$ cat config.mk
export PLATFORM = sky130hd
export DESIGN_NAME = dmem_ctrl
export DESIGN_NICKNAME = d
export VERILOG_FILES = /design/src/rtl/dmem_ctrl_pkg.sv /design/src/rtl/dmem_ctrl.sv
export SDC_FILE = /design/constraint.sdc
export NUM_CORES = 1
export LEC_CHECK = 0
export CAP_MARGIN = 20
export CORE_MARGIN = 1
export CORE_UTILIZATION = 35
export DETAILED_ROUTE_END_ITERATION = 10
export HOLD_SLACK_MARGIN = 0.12
export PLACE_DENSITY = 0.8
export REMOVE_ABC_BUFFERS = 1
export SLEW_MARGIN = 20
export SYNTH_ARGS = -nofsm -noshare
export SYNTH_HDL_FRONTEND = slang
export SYNTH_SLANG_ARGS = --single-unit
export TNS_END_PERCENT = 50
$ cat constraint.sdc
create_clock -name clk -period 1.35 [get_ports clk]
set_input_delay 0.27 -clock clk [delete_from_list [all_inputs] [get_ports clk]]
set_output_delay 0.27 -clock clk [all_outputs]
set_load 0.01 [all_outputs]
$ cat src/rtl/dmem_ctrl_pkg.sv
// dmem_ctrl_pkg: shared constants and FSM state encoding for the data-memory
// controller that sits behind the store buffer.
//
// Optional feature macro: DMEM_CTRL_LD_FLUSH_EN adds the LD_DROP state used to
// absorb read data belonging to a flushed load.
package dmem_ctrl_pkg;

    localparam int RV32_ADDR_WIDTH = 32;
    localparam int RV32_DATA_WIDTH = 32;
    localparam int ROB_TAG_WIDTH   = 6;

    typedef enum logic [2:0] {
        DMEM_ST_IDLE    = 3'd0,
        DMEM_ST_ST_REQ  = 3'd1,
        DMEM_ST_LD_REQ  = 3'd2,
        DMEM_ST_LD_WAIT = 3'd3
`ifdef DMEM_CTRL_LD_FLUSH_EN
        ,
        DMEM_ST_LD_DROP = 3'd4
`endif
    } dmem_state_e;

endpackage

$ cat src/rtl/dmem_ctrl.sv
// dmem_ctrl: single-port data-memory controller.
// Serialises retiring committed stores and load misses onto one req/gnt memory
// port, returns load data tagged with the ROB tag, and drives the occupy
// back-pressure that gates store-buffer retirement. Exactly one memory
// transaction is outstanding at any time; a store blocks loads until its write
// is granted, which keeps read-after-write order.
//
// Ports:
//   clk, rst_n                 clock, synchronous active-low reset
//   i_ret_st/_addr/_data       retiring store (already gated by o_dmem_occupy)
//   o_dmem_occupy              controller cannot take a store this cycle
//   i_ld_req/_addr/_tag        load request, accepted when o_ld_rdy
//   o_ld_rdy                   load acceptance
//   o_ld_done/_tag/_data       one-cycle completion pulse with tag and data
//   o_mem_req/_we/_addr/_wdata memory request, held until i_mem_gnt
//   i_mem_gnt                  request accepted (write complete at gnt)
//   i_mem_rvld/_rdata          read data return
//   i_flush                    pipeline flush (only with DMEM_CTRL_LD_FLUSH_EN)
//
// Optional feature macro: DMEM_CTRL_LD_FLUSH_EN enables load flushing; without
// it every accepted load completes.
module dmem_ctrl
    import dmem_ctrl_pkg::*;
#(
    parameter int ADDR_W = RV32_ADDR_WIDTH,
    parameter int DATA_W = RV32_DATA_WIDTH,
    parameter int TAG_W  = ROB_TAG_WIDTH
) (
    input  logic              clk,
    input  logic              rst_n,
    input  logic              i_ret_st,
    input  logic [ADDR_W-1:0] i_ret_st_addr,
    input  logic [DATA_W-1:0] i_ret_st_data,
    output logic              o_dmem_occupy,
    input  logic              i_ld_req,
    input  logic [ADDR_W-1:0] i_ld_addr,
    input  logic [TAG_W-1:0]  i_ld_tag,
    output logic              o_ld_rdy,
    output logic              o_ld_done,
    output logic [TAG_W-1:0]  o_ld_tag,
    output logic [DATA_W-1:0] o_ld_data,
`ifdef DMEM_CTRL_LD_FLUSH_EN
    input  logic              i_flush,
`endif
    output logic              o_mem_req,
    output logic              o_mem_we,
    output logic [ADDR_W-1:0] o_mem_addr,
    output logic [DATA_W-1:0] o_mem_wdata,
    input  logic              i_mem_gnt,
    input  logic              i_mem_rvld,
    input  logic [DATA_W-1:0] i_mem_rdata
);

    dmem_state_e       state;
    dmem_state_e       state_nxt;
    logic [ADDR_W-1:0] addr_q;
    logic [DATA_W-1:0] wdata_q;
    logic [TAG_W-1:0]  tag_q;
    logic              ld_take;
    logic              st_take;
    logic              rd_capture;
    logic              rd_phase;
    logic              flush;

`ifdef DMEM_CTRL_LD_FLUSH_EN
    assign flush = i_flush;
`else
    assign flush = 1'b0;
`endif

    // Occupy is built without i_ret_st so the store buffer can gate retirement
    // on it without forming a combinational loop.
    assign o_dmem_occupy = !rst_n || (state != DMEM_ST_IDLE) || i_ld_req;
    assign o_ld_rdy      = (state == DMEM_ST_IDLE) && !flush;
    assign o_mem_req     = (state == DMEM_ST_ST_REQ) || (state == DMEM_ST_LD_REQ);
    assign o_mem_we      = (state == DMEM_ST_ST_REQ);
    assign o_mem_addr    = addr_q;
    assign o_mem_wdata   = wdata_q;

    always_comb begin
        state_nxt  = state;
        ld_take    = 1'b0;
        st_take    = 1'b0;
        rd_capture = 1'b0;
        rd_phase   = 1'b0;
        case (state)
            DMEM_ST_IDLE: begin
                // Loads win same-cycle contention with a retiring store.
                if (i_ld_req && !flush) begin
                    ld_take   = 1'b1;
                    state_nxt = DMEM_ST_LD_REQ;
                end else if (i_ret_st && !i_ld_req) begin
                    st_take   = 1'b1;
                    state_nxt = DMEM_ST_ST_REQ;
                end
            end
            DMEM_ST_ST_REQ: begin
                if (i_mem_gnt) state_nxt = DMEM_ST_IDLE;
            end
            DMEM_ST_LD_REQ: begin
                if (i_mem_gnt) begin
`ifdef DMEM_CTRL_LD_FLUSH_EN
                    state_nxt = flush ? DMEM_ST_LD_DROP : DMEM_ST_LD_WAIT;
`else
                    state_nxt = DMEM_ST_LD_WAIT;
`endif
                end else if (flush) begin
                    state_nxt = DMEM_ST_IDLE;
                end
            end
            DMEM_ST_LD_WAIT: begin
                rd_phase = 1'b1;
                if (i_mem_rvld) begin
                    rd_capture = !flush;
                    state_nxt  = DMEM_ST_IDLE;
                end else if (flush) begin
`ifdef DMEM_CTRL_LD_FLUSH_EN
                    state_nxt = DMEM_ST_LD_DROP;
`endif
                end
            end
`ifdef DMEM_CTRL_LD_FLUSH_EN
            DMEM_ST_LD_DROP: begin
                // Read already granted; swallow its data silently.
                rd_phase = 1'b1;
                if (i_mem_rvld) state_nxt = DMEM_ST_IDLE;
            end
`endif
            default: state_nxt = DMEM_ST_IDLE;
        endcase
    end

    always_ff @(posedge clk) begin
        if (!rst_n) begin
            state     <= DMEM_ST_IDLE;
            addr_q    <= '0;
            wdata_q   <= '0;
            tag_q     <= '0;
            o_ld_done <= 1'b0;
            o_ld_tag  <= '0;
            o_ld_data <= '0;
        end else begin
            state     <= state_nxt;
            o_ld_done <= rd_capture;
            if (ld_take) begin
                addr_q <= i_ld_addr;
                tag_q  <= i_ld_tag;
            end else if (st_take) begin
                addr_q  <= i_ret_st_addr;
                wdata_q <= i_ret_st_data;
            end
            if (rd_capture) begin
                o_ld_data <= i_mem_rdata;
                o_ld_tag  <= tag_q;
            end
        end
    end

    always @(posedge clk) begin
        if (rst_n) begin
            assert (!(i_ret_st && o_dmem_occupy))
                else $error("dmem_ctrl: store retired while occupy was high");
            assert (!i_mem_rvld || rd_phase)
                else $error("dmem_ctrl: read data returned with no read outstanding");
        end
    end

endmodule

==> impl_metrics.toml <==
[status]
outcome = "finished with violations"
violations = "setup timing"

[synthesis]
netlist_instances = 539
synth_ff_type = "dfxtp_1"
synth_top_cell_by_area = "dfxtp_1"
ys_seq_area_frac = 0.5017
synth.area.top_cells = "dfxtp_1, nand2_1, a21oi_1"
synth_top_cell_area_share = 0.5017
synth-seq-cells = 111
async_reset_ff_frac = 0
synth_cell_type_count = 31
post-synth-top-count-cell = "nand2_1"
synth_top_cells_by_count = "nand2_1, dfxtp_1, a21oi_1"
postSynthAreaPerCell_um2 = 8.218
synth_edf_count = 0
ys_warn_count = 0
syn_area_mm2 = 0.004429

[die]
initial_core_util = 0.3642
io_pins = 247
placementRows = 40
dieArea_mm2 = 0.01311
die_w_um = 114.5
die_y_um = 114.5
core_area_mm2 = 0.01216

[drt]
ant_nets = 0
wl_met3_um = 1137
drtPass1Iterations = 6
drt_drc_violations_left = 0
wl_met2_um = 7424
drt_iter0_drc = 190
wl_met1_um = 6034
routed_wl_um = 15070
wl_per_cell_um = 15.75
num_vias = 4774
highest_layer = "met4"
routed_via_density = 4.989

[clock_network]
cts_buffer_depth = 2
cts_made_buffers = 9
clkLatencyLatePin_ns = 0.34
cts.sinks = 111
cts_tree = "built"
cts_max_level = 3
clk_pin_slew_ns = 0.07
root_buffer = "clkbuf_16"

[critical_path]
required_ns = 1.08
rrSetupSlack_ns = -0.13
cp.arrival_ns = 1.27
setup.worst_path.start = "state[1]$_SDFFE_PN0P_"
rr_worst_depth = 7
setup.worst_path.start_class = "flop"
crit_type = "reg -> out"
r2r_start = "state[1]$_SDFFE_PN0P_"
rr_endpoint = "o_mem_wdata[0]$_SDFFE_PN0P_"
path_max_fanout = 2
endpoint_kind = "output pin"

[timing]
setup_viol = 88
slew_viol_final = 0
final-hold-violation-count = 0
fmax_mhz = 650.4
period_share = 1.139
worst_pin_slew_ns = 0.5370
fin_crit_ns = 1.538
max_slew_margin = 0.6415
worst_slack_ns = -0.1875
grt_setup_unrepaired = "true"
fin_setup_tns_ns = -5.585
skew_ns = 0.006056

[hold_path]
worstHoldStart = "o_ld_data[14]$_SDFFE_PN0P_"
whs_path_depth = 2
whs_endpoint = "o_ld_data[14]$_SDFFE_PN0P_"
hold_class = "reg -> reg"

[layout]
nets = 931
n_antenna_cell = 0
fill_cells = 1000
area_growth_syn_to_layout_pct = 78.22
seq_area_mm2 = 0.002225
multi_input_area_mm2 = 0.002341
layout-drive-gt1-share = 0.2028

[power_and_ir_drop]
leakage_uw = 0.003360
power_density_mw_per_mm2 = 1493
irDropWorstVdd_v = 0.0008746

[placed_design]
dp_slack_ns = -0.3608
gp_congestion = 0.8443
port_buffers = 246
dp_hpwl_um = 10090

[job]
cap_violations = 0

[global_route]
grt.total_usage = 0.2118
grt_pass1_wl_um = 21930
grt_max_degree = 44
grt_pass1_vias = 4678
antenna_found_initial = 0
overflow = 0
## cell type report
| class | instances | area share |
|---|---|---|
| Timing Repair Buffer | 283 | 0.3604 |
| Multi-Input combinational cell | 377 | 0.2966 |
| Sequential cell | 111 | 0.2818 |
| Clock buffer | 12 | 0.03123 |
| Tap cell | 168 | 0.02663 |
| Inverter | 5 | 0.002378 |
| Clock inverter | 1 | 0.0009510 |
## worst max-delay path, stage by stage (launching register included)
cell     delay [ns]
dfxtp_2        0.32
inv_2          0.08
ha_4           0.15
nor2b_4        0.16
nand2_2        0.09
buf_6          0.13
## how the worst max path moves through the flow
stage | end | cells after the start
after floorplan | o_mem_wdata[21]$_SDFFE_PN0P_ | 5
after global placement | o_dmem_occupy | 3
after detailed placement | state[1]$_SDFFE_PN0P_ | 5
after CTS | o_dmem_occupy | 5
after global routing | o_dmem_occupy | 5
final | o_dmem_occupy | 5
## registers in the layout, indices dropped and copies added (netlist names)
signal,cells
o_ld_data,32
o_ld_done,1
o_ld_tag,6
state,2
o_mem_addr,32
o_mem_wdata,32
tag_q,6
## power by group
group	switching [uW]	leakage, uW	internal [uW]	total, uW
clock network	1130	0.000121	1280	2400
logic	2580	0.00233	2610	5190
registers	339	0.000908	3860	4200
total	4040	0.00336	7740	11800
## cells in the final DEF, fill, tap and decap left out, types with 2 or more instances in the layout
| cell | netlist | layout |
|---|---|---|
| o2bb2ai_1 | 31 | 31 |
| nand2_4 | 0 | 22 |
| o21ai_1 | 32 | 14 |
| buf_16 | 0 | 2 |
| dfxtp_1 | 111 | 109 |
| nand2_1 | 139 | 116 |
| o21ai_4 | 0 | 2 |
| nor2b_4 | 1 | 2 |
| nor2_1 | 32 | 32 |
| nand2_2 | 10 | 11 |
| buf_6 | 4 | 6 |
| buf_8 | 3 | 3 |
| dfxtp_2 | 0 | 2 |
| nand3_1 | 6 | 6 |
| ha_4 | 0 | 3 |
| clkbuf_8 | 0 | 2 |
| a21oi_1 | 99 | 72 |
| o21ai_2 | 0 | 16 |
| buf_12 | 0 | 7 |
| a21oi_2 | 10 | 37 |
| inv_2 | 2 | 4 |
| clkbuf_1 | 18 | 2 |
| dlygate4sd2_1 | 0 | 103 |
| buf_4 | 2 | 18 |
| clkdlybuf4s50_1 | 0 | 138 |
| clkbuf_16 | 0 | 13 |
## logic make-up (layout without fill, tap and decap cells)
| group | Yosys count | count (layout) | share of synthesized area |
|---|---|---|---|
| AND/OR/NAND/NOR | 194 | 194 | 0.1783 |
| flip-flops | 111 | 111 | 0.5017 |
| buffers and inverters | 51 | 301 | 0.06412 |
| AO/OA/AOI/OAI | 179 | 179 | 0.2446 |
| adder cells (fa/ha/maj) | 4 | 4 | 0.01130 |
## stage by stage
stage | hold WS [ns] | total power [uW] | instance area, um^2 | std cells | utilization
after floorplan | 0.3929 | 5884 | 4164 | 493 | -
after global placement | 0.4410 | 8368 | 7117 | 933 | 0.5852
after detailed placement | 0.4430 | 8492 | 7117 | 933 | 0.5852
after CTS | 0.4533 | 11310 | 7473 | 952 | 0.6145
after global routing | 0.4710 | 12360 | 7894 | 957 | 0.6491
final | 0.4525 | 11790 | 7894 | 957 | 0.6491
## routing by layer
metal | vias to the layer above | track usage
met1 | 2245 | 0.2406
li1 | 2299 | -
met4 | 0 | 0.09264
met2 | 193 | 0.3693
met5 | - | 0
met3 | 37 | 0.06035
## what timing repair did
action	4_1_cts	5_1_grt
resized for setup	162	83
buffers inserted	4	0
hold buffers	0	0
pin swaps	4	42
endpoints found under the setup margin	179	115
gates cloned	2	5
No activity file was read; power rests on OpenSTA's default activity.
